==> config.mk <==
export PLATFORM = sky130hd
export DESIGN_NAME = mem_port_arbiter_flat
export DESIGN_NICKNAME = d
export VERILOG_FILES = /design/src/rtl/mem_port_arbiter_if.sv /design/src/rtl/mem_port_arbiter.sv /design/src/flat_wrapper.sv
export SDC_FILE = /design/constraint.sdc
export NUM_CORES = 1
export LEC_CHECK = 0
export CORE_AREA = 2 2 188 190
export DETAILED_ROUTE_END_ITERATION = 6
export DIE_AREA = 0 0 190 192
export SLEW_MARGIN = 20
export SYNTH_ARGS = -nofsm -noshare
export SYNTH_HDL_FRONTEND = slang
export SYNTH_SLANG_ARGS = --single-unit
==> constraint.sdc <==
create_clock -name clock -period 7.8 [get_ports clock]
set_input_delay 0.78 -clock clock [delete_from_list [all_inputs] [get_ports clock]]
set_output_delay 0.78 -clock clock [all_outputs]
set_load 0.05 [all_outputs]
==> src/rtl/mem_port_arbiter_if.sv <==
// mem_port_arbiter_if
//   Bundles every signal between the core back end, the memory bus and the
//   memory port arbiter.
//   slave  : arbiter side (takes requests and memory replies, drives grants,
//            the memory command, routed responses and hazard status)
//   master : core/memory side (the mirror image)
//   Request side  : st_*, ld_*, if_* request/address/size/data and grants
//   Response side : ld_resp_*, if_resp_*
//   Memory side   : proc2mem_* command bus, mem2proc_* response/tag/data
//   Status        : if_mem_hazard, Dmem_wait, outstanding_full, err_tag
interface mem_port_arbiter_if #(
  parameter int XLEN = 32,
  parameter int TW   = 4
);
  logic            st_req;
  logic [XLEN-1:0] st_addr;
  logic [63:0]     st_data;
  logic [1:0]      st_size;
  logic            st_gnt;

  logic            ld_req;
  logic [XLEN-1:0] ld_addr;
  logic [1:0]      ld_size;
  logic            ld_gnt;
  logic            ld_resp_valid;
  logic [63:0]     ld_resp_data;

  logic            if_req;
  logic [XLEN-1:0] if_addr;
  logic            if_gnt;
  logic            if_resp_valid;
  logic [63:0]     if_resp_data;

  logic [1:0]      proc2mem_command;
  logic [XLEN-1:0] proc2mem_addr;
  logic [63:0]     proc2mem_data;
  logic [1:0]      proc2mem_size;
  logic [TW-1:0]   mem2proc_response;
  logic [TW-1:0]   mem2proc_tag;
  logic [63:0]     mem2proc_data;

  logic            if_mem_hazard;
  logic            Dmem_wait;
  logic            outstanding_full;
  logic            err_tag;

  modport slave (
    input  st_req, st_addr, st_data, st_size,
    input  ld_req, ld_addr, ld_size,
    input  if_req, if_addr,
    input  mem2proc_response, mem2proc_tag, mem2proc_data,
    output st_gnt, ld_gnt, ld_resp_valid, ld_resp_data,
    output if_gnt, if_resp_valid, if_resp_data,
    output proc2mem_command, proc2mem_addr, proc2mem_data, proc2mem_size,
    output if_mem_hazard, Dmem_wait, outstanding_full, err_tag
  );

  modport master (
    output st_req, st_addr, st_data, st_size,
    output ld_req, ld_addr, ld_size,
    output if_req, if_addr,
    output mem2proc_response, mem2proc_tag, mem2proc_data,
    input  st_gnt, ld_gnt, ld_resp_valid, ld_resp_data,
    input  if_gnt, if_resp_valid, if_resp_data,
    input  proc2mem_command, proc2mem_addr, proc2mem_data, proc2mem_size,
    input  if_mem_hazard, Dmem_wait, outstanding_full, err_tag
  );
endinterface

==> src/rtl/mem_port_arbiter.sv <==
// mem_port_arbiter
//   Shares the single processor-to-memory port between store commit, load
//   buffer reads and instruction fetch. Priority is store > load > fetch,
//   except that a fetch denied STARVE_LIMIT cycles in a row outranks loads.
//   Accepted loads/fetches are remembered by memory tag so completions can be
//   routed back to their owner in the cycle they arrive.
// Ports
//   clock : system clock, all state updates on posedge
//   reset : asynchronous active-low reset
//   bus   : mem_port_arbiter_if.slave (requests, grants, memory command and
//           reply, routed responses, hazard/status outputs)
module mem_port_arbiter #(
  parameter int XLEN            = 32,
  parameter int NUM_TAGS        = 16,
  parameter int MAX_OUTSTANDING = 8,
  parameter int STARVE_LIMIT    = 4
) (
  input  logic                 clock,
  input  logic                 reset,
  mem_port_arbiter_if.slave    bus
);

  localparam int CW = $clog2(MAX_OUTSTANDING + 1);
  localparam int SW = $clog2(STARVE_LIMIT + 1);

  localparam logic [1:0] CMD_NONE    = 2'd0;
  localparam logic [1:0] CMD_LOAD    = 2'd1;
  localparam logic [1:0] CMD_STORE   = 2'd2;
  localparam logic [1:0] SIZE_DOUBLE = 2'd3;

  typedef enum logic [1:0] {SEL_NONE, SEL_ST, SEL_LD, SEL_IF} sel_e;

  // Tag table: valid bit plus owner bit (1 = fetch, 0 = load)
  logic [NUM_TAGS-1:0] tag_vld_q, tag_vld_d;
  logic [NUM_TAGS-1:0] tag_fch_q, tag_fch_d;
  logic [CW-1:0]       cnt_q, cnt_d;
  logic [SW-1:0]       starve_q, starve_d;
  logic                err_q, err_d;

  sel_e                sel;
  logic                full;
  logic                accepted;
  logic                issue_tbl;
  logic                tag_nz;
  logic                cmp_hit;
  logic                cmp_bad;
  logic                cmp_fch;
  logic [1:0]          cmd;
  logic [XLEN-1:0]     addr;
  logic [63:0]         data;
  logic [1:0]          size;

  assign full = (cnt_q == CW'(MAX_OUTSTANDING));

  // Requester selection. While reset is asserted nothing is selected so the
  // port and every grant read zero immediately.
  always_comb begin
    sel = SEL_NONE;
    if (reset) begin
      if (bus.st_req)
        sel = SEL_ST;
      else if ((starve_q == SW'(STARVE_LIMIT)) && bus.if_req && !full)
        sel = SEL_IF;
      else if (bus.ld_req && !full)
        sel = SEL_LD;
      else if (bus.if_req && !full)
        sel = SEL_IF;
    end
  end

  always_comb begin
    cmd  = CMD_NONE;
    addr = '0;
    data = '0;
    size = '0;
    unique case (sel)
      SEL_ST: begin
        cmd  = CMD_STORE;
        addr = bus.st_addr;
        data = bus.st_data;
        size = bus.st_size;
      end
      SEL_LD: begin
        cmd  = CMD_LOAD;
        addr = bus.ld_addr;
        size = bus.ld_size;
      end
      SEL_IF: begin
        cmd  = CMD_LOAD;
        addr = bus.if_addr;
        size = SIZE_DOUBLE;
      end
      default: ;
    endcase
  end

  assign accepted  = (sel != SEL_NONE) && (bus.mem2proc_response != '0);
  assign issue_tbl = accepted && ((sel == SEL_LD) || (sel == SEL_IF));

  // Completion lookup uses the registered table, so a completion whose tag is
  // reissued in the same cycle is routed with the pre-update owner.
  assign tag_nz  = (bus.mem2proc_tag != '0);
  assign cmp_hit = tag_nz && tag_vld_q[bus.mem2proc_tag];
  assign cmp_bad = tag_nz && !tag_vld_q[bus.mem2proc_tag];
  assign cmp_fch = tag_fch_q[bus.mem2proc_tag];

  assign bus.proc2mem_command = cmd;
  assign bus.proc2mem_addr    = addr;
  assign bus.proc2mem_data    = data;
  assign bus.proc2mem_size    = size;

  assign bus.st_gnt = accepted && (sel == SEL_ST);
  assign bus.ld_gnt = accepted && (sel == SEL_LD);
  assign bus.if_gnt = accepted && (sel == SEL_IF);

  assign bus.ld_resp_valid = cmp_hit && !cmp_fch;
  assign bus.ld_resp_data  = (cmp_hit && !cmp_fch) ? bus.mem2proc_data : '0;
  assign bus.if_resp_valid = cmp_hit && cmp_fch;
  assign bus.if_resp_data  = (cmp_hit && cmp_fch) ? bus.mem2proc_data : '0;

  assign bus.if_mem_hazard    = (sel == SEL_ST) || (sel == SEL_LD);
  assign bus.Dmem_wait        = bus.ld_req && !bus.ld_gnt;
  assign bus.outstanding_full = full;
  assign bus.err_tag          = err_q;

  // Next-state: table (issue overrides a same-cycle clear), in-flight count,
  // fetch starvation count and sticky tag error.
  always_comb begin
    tag_vld_d = tag_vld_q;
    tag_fch_d = tag_fch_q;
    cnt_d     = cnt_q;
    starve_d  = '0;
    err_d     = err_q | cmp_bad;

    if (cmp_hit)
      tag_vld_d[bus.mem2proc_tag] = 1'b0;
    if (issue_tbl) begin
      tag_vld_d[bus.mem2proc_response] = 1'b1;
      tag_fch_d[bus.mem2proc_response] = (sel == SEL_IF);
    end

    if (issue_tbl && !cmp_hit && (cnt_q != CW'(MAX_OUTSTANDING)))
      cnt_d = cnt_q + CW'(1);
    else if (!issue_tbl && cmp_hit && (cnt_q != '0))
      cnt_d = cnt_q - CW'(1);

    if (bus.if_req && !bus.if_gnt)
      starve_d = (starve_q == SW'(STARVE_LIMIT)) ? starve_q : starve_q + SW'(1);
  end

  always_ff @(posedge clock or negedge reset) begin
    if (!reset) begin
      tag_vld_q <= '0;
      tag_fch_q <= '0;
      cnt_q     <= '0;
      starve_q  <= '0;
      err_q     <= 1'b0;
    end else begin
      tag_vld_q <= tag_vld_d;
      tag_fch_q <= tag_fch_d;
      cnt_q     <= cnt_d;
      starve_q  <= starve_d;
      err_q     <= err_d;
    end
  end

endmodule

==> src/flat_wrapper.sv <==
// flat-port wrapper written by rule: the top's interface ports become plain ports
module mem_port_arbiter_flat 
#(
  parameter int XLEN            = 32,
  parameter int NUM_TAGS        = 16,
  parameter int MAX_OUTSTANDING = 8,
  parameter int STARVE_LIMIT    = 4
)
  (clock, reset, bus_st_req, bus_st_addr, bus_st_data, bus_st_size, bus_ld_req, bus_ld_addr, bus_ld_size, bus_if_req, bus_if_addr, bus_mem2proc_response, bus_mem2proc_tag, bus_mem2proc_data, bus_st_gnt, bus_ld_gnt, bus_ld_resp_valid, bus_ld_resp_data, bus_if_gnt, bus_if_resp_valid, bus_if_resp_data, bus_proc2mem_command, bus_proc2mem_addr, bus_proc2mem_data, bus_proc2mem_size, bus_if_mem_hazard, bus_Dmem_wait, bus_outstanding_full, bus_err_tag);
  mem_port_arbiter_if #(.XLEN(XLEN)) bus_i ();
  input  logic clock;
  input  logic reset;
  input wire logic [$bits(bus_i.st_req)-1:0] bus_st_req;
  input wire logic [$bits(bus_i.st_addr)-1:0] bus_st_addr;
  input wire logic [$bits(bus_i.st_data)-1:0] bus_st_data;
  input wire logic [$bits(bus_i.st_size)-1:0] bus_st_size;
  input wire logic [$bits(bus_i.ld_req)-1:0] bus_ld_req;
  input wire logic [$bits(bus_i.ld_addr)-1:0] bus_ld_addr;
  input wire logic [$bits(bus_i.ld_size)-1:0] bus_ld_size;
  input wire logic [$bits(bus_i.if_req)-1:0] bus_if_req;
  input wire logic [$bits(bus_i.if_addr)-1:0] bus_if_addr;
  input wire logic [$bits(bus_i.mem2proc_response)-1:0] bus_mem2proc_response;
  input wire logic [$bits(bus_i.mem2proc_tag)-1:0] bus_mem2proc_tag;
  input wire logic [$bits(bus_i.mem2proc_data)-1:0] bus_mem2proc_data;
  output wire logic [$bits(bus_i.st_gnt)-1:0] bus_st_gnt;
  output wire logic [$bits(bus_i.ld_gnt)-1:0] bus_ld_gnt;
  output wire logic [$bits(bus_i.ld_resp_valid)-1:0] bus_ld_resp_valid;
  output wire logic [$bits(bus_i.ld_resp_data)-1:0] bus_ld_resp_data;
  output wire logic [$bits(bus_i.if_gnt)-1:0] bus_if_gnt;
  output wire logic [$bits(bus_i.if_resp_valid)-1:0] bus_if_resp_valid;
  output wire logic [$bits(bus_i.if_resp_data)-1:0] bus_if_resp_data;
  output wire logic [$bits(bus_i.proc2mem_command)-1:0] bus_proc2mem_command;
  output wire logic [$bits(bus_i.proc2mem_addr)-1:0] bus_proc2mem_addr;
  output wire logic [$bits(bus_i.proc2mem_data)-1:0] bus_proc2mem_data;
  output wire logic [$bits(bus_i.proc2mem_size)-1:0] bus_proc2mem_size;
  output wire logic [$bits(bus_i.if_mem_hazard)-1:0] bus_if_mem_hazard;
  output wire logic [$bits(bus_i.Dmem_wait)-1:0] bus_Dmem_wait;
  output wire logic [$bits(bus_i.outstanding_full)-1:0] bus_outstanding_full;
  output wire logic [$bits(bus_i.err_tag)-1:0] bus_err_tag;
  assign bus_i.st_req = bus_st_req;
  assign bus_i.st_addr = bus_st_addr;
  assign bus_i.st_data = bus_st_data;
  assign bus_i.st_size = bus_st_size;
  assign bus_i.ld_req = bus_ld_req;
  assign bus_i.ld_addr = bus_ld_addr;
  assign bus_i.ld_size = bus_ld_size;
  assign bus_i.if_req = bus_if_req;
  assign bus_i.if_addr = bus_if_addr;
  assign bus_i.mem2proc_response = bus_mem2proc_response;
  assign bus_i.mem2proc_tag = bus_mem2proc_tag;
  assign bus_i.mem2proc_data = bus_mem2proc_data;
  assign bus_st_gnt = bus_i.st_gnt;
  assign bus_ld_gnt = bus_i.ld_gnt;
  assign bus_ld_resp_valid = bus_i.ld_resp_valid;
  assign bus_ld_resp_data = bus_i.ld_resp_data;
  assign bus_if_gnt = bus_i.if_gnt;
  assign bus_if_resp_valid = bus_i.if_resp_valid;
  assign bus_if_resp_data = bus_i.if_resp_data;
  assign bus_proc2mem_command = bus_i.proc2mem_command;
  assign bus_proc2mem_addr = bus_i.proc2mem_addr;
  assign bus_proc2mem_data = bus_i.proc2mem_data;
  assign bus_proc2mem_size = bus_i.proc2mem_size;
  assign bus_if_mem_hazard = bus_i.if_mem_hazard;
  assign bus_Dmem_wait = bus_i.Dmem_wait;
  assign bus_outstanding_full = bus_i.outstanding_full;
  assign bus_err_tag = bus_i.err_tag;
  mem_port_arbiter #(.XLEN(XLEN), .NUM_TAGS(NUM_TAGS), .MAX_OUTSTANDING(MAX_OUTSTANDING), .STARVE_LIMIT(STARVE_LIMIT)) u_core (.clock(clock), .reset(reset), .bus(bus_i));
endmodule
* Word level (Yosys, flattened, before mapping)
Cells that the tools add are included.
** Operators by class
- Add/subtract/negate cells :: 3
- Magnitude comparators :: 4
- Eq/ne operators :: 7
- Mux-type cells :: 26
- Bitwise operators :: 4
- Reduce and logical (&&, ||, !) cells :: 36
** Operators by type and width (number)
- 64-bit two-way mux :: 3
- 32-bit case mux with 3 select lines :: 1
- 16-bit two-way mux :: 2
- 1-bit logical AND :: 21
- 16-bit AND :: 1
- 16-bit bitwise mux :: 1
- 16-bit NOT :: 1
- 16-bit OR :: 1
- 4-bit nonzero test :: 3
- 4-bit by 5-bit less-than comparator with 1-bit output, second input constant :: 2
- 2-bit two-way mux :: 5
- 1-bit binary-select mux with 4-bit select :: 2
- 1-bit demux with 4-bit select :: 2
- 4-bit by 1-bit >= comparator with 1-bit output, second input constant :: 2
- 4-bit two-way mux :: 2
- 1-bit zero test :: 7
- 3-bit two-way mux :: 2
- 2-bit case mux with 3 select lines :: 1
- 4-bit by 1-bit adder with 4-bit output, second input constant :: 1
- 2-bit == test, second input constant :: 2
- 4-bit == test, second input constant :: 1
- 1-bit two-way mux :: 4
- 4-bit != test, second input constant :: 1
- 2-bit case mux with 2 select lines :: 1
- other kinds (9) :: 11
** Word-level totals
- Register bits after elaboration :: 40
- Bits of input ports :: 241
- Output and inout bits :: 237
- Logic and storage cells :: 85

* Depth between registers and ports, before layout
- Depth after elaboration :: 16
- Depth in mapped cells :: 13
- Gate-level depth less buffers :: 12

* Least setup slack after synthesis
Ideal clock, no wire load.
- Kind :: input to output
- From :: input bus_mem2proc_tag[0]
- To :: output bus_ld_resp_valid
- Data arrival time :: 3.116 ns
- Data required time :: 7.020 ns
- Slack :: 3.904 ns
- Stages :: 6
- Path buffers :: 2
- Cells stage by stage :: buf_2 > mux4_2 > mux2_2 > o21a_1 > clkbuf_1 > nor3_1
** Between the ends
- Longest elaborated chain between the ends :: 4
** RTL lines
- start, declared :: line flat_wrapper.sv:23 : input wire logic [$bits(bus_i.mem2proc_tag)-1:0] bus_mem2proc_tag;
- 1-bit binary-select mux with 4-bit select, on equally long branches :: line mem_port_arbiter.sv:103, mem_port_arbiter.sv:105
- 1-bit two-way mux, on equally long branches :: line mem_port_arbiter.sv:103, mem_port_arbiter.sv:105
- 1-bit logical AND / 1-bit zero test (equally long branches) :: line mem_port_arbiter.sv:103, mem_port_arbiter.sv:116
- 1-bit logical AND (*) :: line mem_port_arbiter.sv:116 : assign bus.ld_resp_valid = cmp_hit && !cmp_fch;
- end, declared :: line flat_wrapper.sv:27 : output wire logic [$bits(bus_i.ld_resp_valid)-1:0] bus_ld_resp_valid;
Every way passes the cells marked *; elsewhere a longest branch is shown, timed or not. The select of a mux whose other input is x is not followed.

* Final worst setup path
- From :: input bus_mem2proc_tag[0]
- To :: output bus_if_resp_data[4]
** Between the ends
- Longest elaborated chain between the ends :: 5
** RTL lines
- 1-bit binary-select mux with 4-bit select :: line mem_port_arbiter.sv:103 : assign cmp_hit = tag_nz && tag_vld_q[bus.mem2proc_tag];
- 1-bit two-way mux (not written as such) :: line mem_port_arbiter.sv:103
- 1-bit logical AND :: line mem_port_arbiter.sv:103
- 1-bit logical AND (*) :: line mem_port_arbiter.sv:119 : assign bus.if_resp_data = (cmp_hit && cmp_fch) ? bus.mem2proc_data : '0;
- 64-bit two-way mux (*) :: line mem_port_arbiter.sv:119
- end, declared :: line flat_wrapper.sv:31 : output wire logic [$bits(bus_i.if_resp_data)-1:0] bus_if_resp_data;
Marks and branches as above.

==> impl_metrics.csv <==
group,metric,value,unit
run_status,status,"finished, final reports clean",
sta,max-slew-margin-rel,30.4,%
routing,postRouteAntennaNets,0,
setup_path,r2r_slack,4070,ps
sta,rsz0062_at_grt,"no",
yosys,yosysTopAreaCell,"and3_1",
routing,drc,0,
place,place.gp.congestion,0.831,
finish,nNetsFinal,1256,
routing,first_iter_violations,291,
grt,grt_max_degree,132,
clock_network,htreeDepth,2,
finish,final_util,28.5,%
setup_path,cp-startpoint,"bus_mem2proc_tag[0]",
run,maxCapViolCount,0,
sta,timing.hold.ws,381,ps
sta,drv_slew,0,
setup_path,crit_cells,8,
setup_path,reg2reg_to,"u_core.cnt_q[3]$_DFFE_PN0P_",
clock_network,postCtsSetupBuffers,0,
yosys,postSynthCellCount,585,
yosys,yosysSeqAreaShare,21.8,%
setup_path,critPathRequiredTime,7020,ps
yosys,syn-cell-area,4480,um2
setup_path,max_stage_delay,940,ps
yosys,synth.most_common_cell,"and3_1",
clock_network,cts_tree,"built",
worst_hold_path,hold_path.class,"register to register",
power_and_ir_drop,leakage,4.29,nW
floorplan,initial_utilization,13.1,%
finish,drive_gt1_share,4.35,%
power_and_ir_drop,total_power,1.58,mW
setup_path,crit_buf_inv,3,
clock_network,cts_num_sinks,39,
setup_path,worstPathCellList,"clkdlybuf4s50_1, mux4_2, and2_1, nor3_2, nor2_4, buf_4, and3_1, clkdlybuf4s50_1",
yosys,synth_edf_count,0,
clock_network,clk_latency,280,ps
finish,area.sequential,976,um2
yosys,synth.avg_cell_area,7.65,um2
routing,dr.pass1.iters,4,
finish,multiInputGateArea,3170,um2
clock_network,cts_hold_buf,0,
routing,dr_total_vias,6083,
grt,track_usage,13.1,%
floorplan,ios,478,
yosys,yosys-top-cells-count,"and3_1, nand2_1, clkbuf_1",
sta,skew,4.90,ps
yosys,synth.top_cell.area_share,27.1,%
power_and_ir_drop,powerDensity,162,nW/um2
clock_network,path_clk_slew,60,ps
sta,fin_crit_sh,71.7,%
clock_network,clockBufferDepth,2,
sta,fmax,0.179,GHz
yosys,ys_ff_latch,39,
yosys,synth_cell_types,55,
setup_path,endpoint,"bus_if_resp_data[4]",
floorplan,coreArea,34300,um2
setup_path,end_kind,"output port",
finish,syn_to_final_growth,118,%
setup_path,reg2regPathDepth,13,
grt,grt_pass1_wl,37.3,mm
finish,fill_cells,3640,
floorplan,die-area,36500,um2
sta,period_minus_slack,5600,ps
floorplan,fp.dieH,192,um
routing,vias_per_cell,4.14,
sta,tightestPinTransition,1040,ps
sta,setup_tns,0,ps
place,io_buffers,477,
clock_network,cts_buffers,5,
grt,grt_antenna_before_repair,3,
setup_path,cp.arrival,4820,ps
setup_path,critical-path-slowest-cell,"clkdlybuf4s50_1",
sta,setup_ws,2200,ps
yosys,ys_async_sr_fraction,100,%
routing,wl_per_cell,17.5,um
place,pre_cts_slack,2250,ps
clock_network,clock-root-buffer,"clkbuf_16",
floorplan,fp-row-count,68,
worst_hold_path,worstHoldPathCells,0,
yosys,synth_warnings,0,
grt,grt_overflow,0,
routing,routed_wl,25.7,mm
setup_path,r2r-start,"u_core.cnt_q[0]$_DFFE_PN0P_",
setup_path,startpoint_type,"input port",
yosys,syn_nets,831,
power_and_ir_drop,peakVddDrop,0.104,mV
place,place_hpwl,21.3,mm
setup_path,worstPathMaxFanout,131,
yosys,ys.flop_type,"dfrtp_1",
setup_path,crit_family,"buffers and inverters",
yosys,synth_top_cells_by_area,"and3_1, dfrtp_1, mux2i_1",
setup_path,cp_common_cell,"clkdlybuf4s50_1",
grt,grt_pass1_vias,6075,
clock_network,post_cts_resized,0,
sta,finalSetupViolCount,0,
floorplan,die_x,190,um
sta,hold_viol_final,0,
setup_path,path_class,"input port to output port",
how the worst min path moves through the flow:
| stage | startpoint | to | slack, ps |
|---|---|---|---|
| after floorplan | u_core.tag_fch_q[0]$_DFFE_PN0P_ | u_core.tag_fch_q[0]$_DFFE_PN0P_ | 420 |
| after global placement | u_core.tag_fch_q[0]$_DFFE_PN0P_ | u_core.tag_fch_q[0]$_DFFE_PN0P_ | 360 |
| after detailed placement | u_core.tag_fch_q[0]$_DFFE_PN0P_ | u_core.tag_fch_q[0]$_DFFE_PN0P_ | 380 |
| after CTS | u_core.tag_fch_q[0]$_DFFE_PN0P_ | u_core.tag_fch_q[0]$_DFFE_PN0P_ | 390 |
| after global routing | u_core.tag_fch_q[0]$_DFFE_PN0P_ | u_core.tag_fch_q[0]$_DFFE_PN0P_ | 400 |
| final | u_core.tag_fch_q[0]$_DFFE_PN0P_ | u_core.tag_fch_q[0]$_DFFE_PN0P_ | 380 |
area by class of cell:
class	instances	area share [%]
multi-input combinational	469	32.5
antenna	2	0.0512
inverter	9	0.346
sequential	39	9.99
clock inverter	2	0.359
timing repair buffer	486	49.5
tap	455	5.83
clock buffer	6	1.42
metrics by stage:
stage	instance area, um2	cells
final	9770	1468
after floorplan	4480	585
after global placement	9590	1458
after detailed placement	9590	1458
after CTS	9760	1466
after global routing	9770	1468
state kept, by name, summed over array words and instances, names as in the netlist:
register / cells
u_core.tag_vld_q: 15
u_core.bus.err_tag: 1
u_core.cnt_q: 4
u_core.tag_fch_q: 16
u_core.starve_q: 3
kinds of logic (layout without fill, tap and decap cells):
| logic type | Yosys count | in the layout | synth area share (%) |
|---|---|---|---|
| buffers and inverters | 77 | 503 | 7.72 |
| AOI/OAI and AO/OA | 90 | 90 | 13.3 |
| DFF | 39 | 39 | 21.8 |
| muxes | 59 | 59 | 15.1 |
| and+or+nand+nor | 313 | 313 | 40.2 |
| adders and majority gates | 5 | 5 | 1.57 |
| xor gates and xnor gates | 2 | 2 | 0.391 |
| other | 0 | 2 | 0 |
cell usage in the layout, fill, tap and decap left out, types with 4 or more instances in the layout:
cell,n
nand2b_1,8
nor2_1,13
mux4_2,5
mux2_2,4
and3_1,194
mux2_1,13
inv_1,7
nand2_1,58
clkbuf_16,5
a21oi_1,4
buf_4,10
o21ai_1,38
a21o_1,4
mux2i_1,37
dfrtp_1,39
nor2b_1,6
o211ai_1,5
nand3_1,11
ha_1,4
clkdlybuf4s50_1,475
o21ai_0,13
where the power goes:
part	internal [mW]	switching, mW
combinational	0.419	0.634
sequential	0.249	0.0368
clock	0.159	0.0822
total	0.827	0.753
per-layer routing:
| layer | up-vias | wire length [um] | global-route usage (%) | part of all wire [%] |
|---|---|---|---|---|
| li1 | 2979 | - | - | - |
| met1 | 2790 | 10200 | 15.3 | 40 |
| met2 | 302 | 12700 | 23.6 | 49 |
| met3 | 12 | 2530 | 4.15 | 9.8 |
| met4 | 0 | 219 | 2.42 | 0.85 |
| met5 | - | 0 | 0 | 0 |
Note: power is estimated with default switching activity, not from simulation.
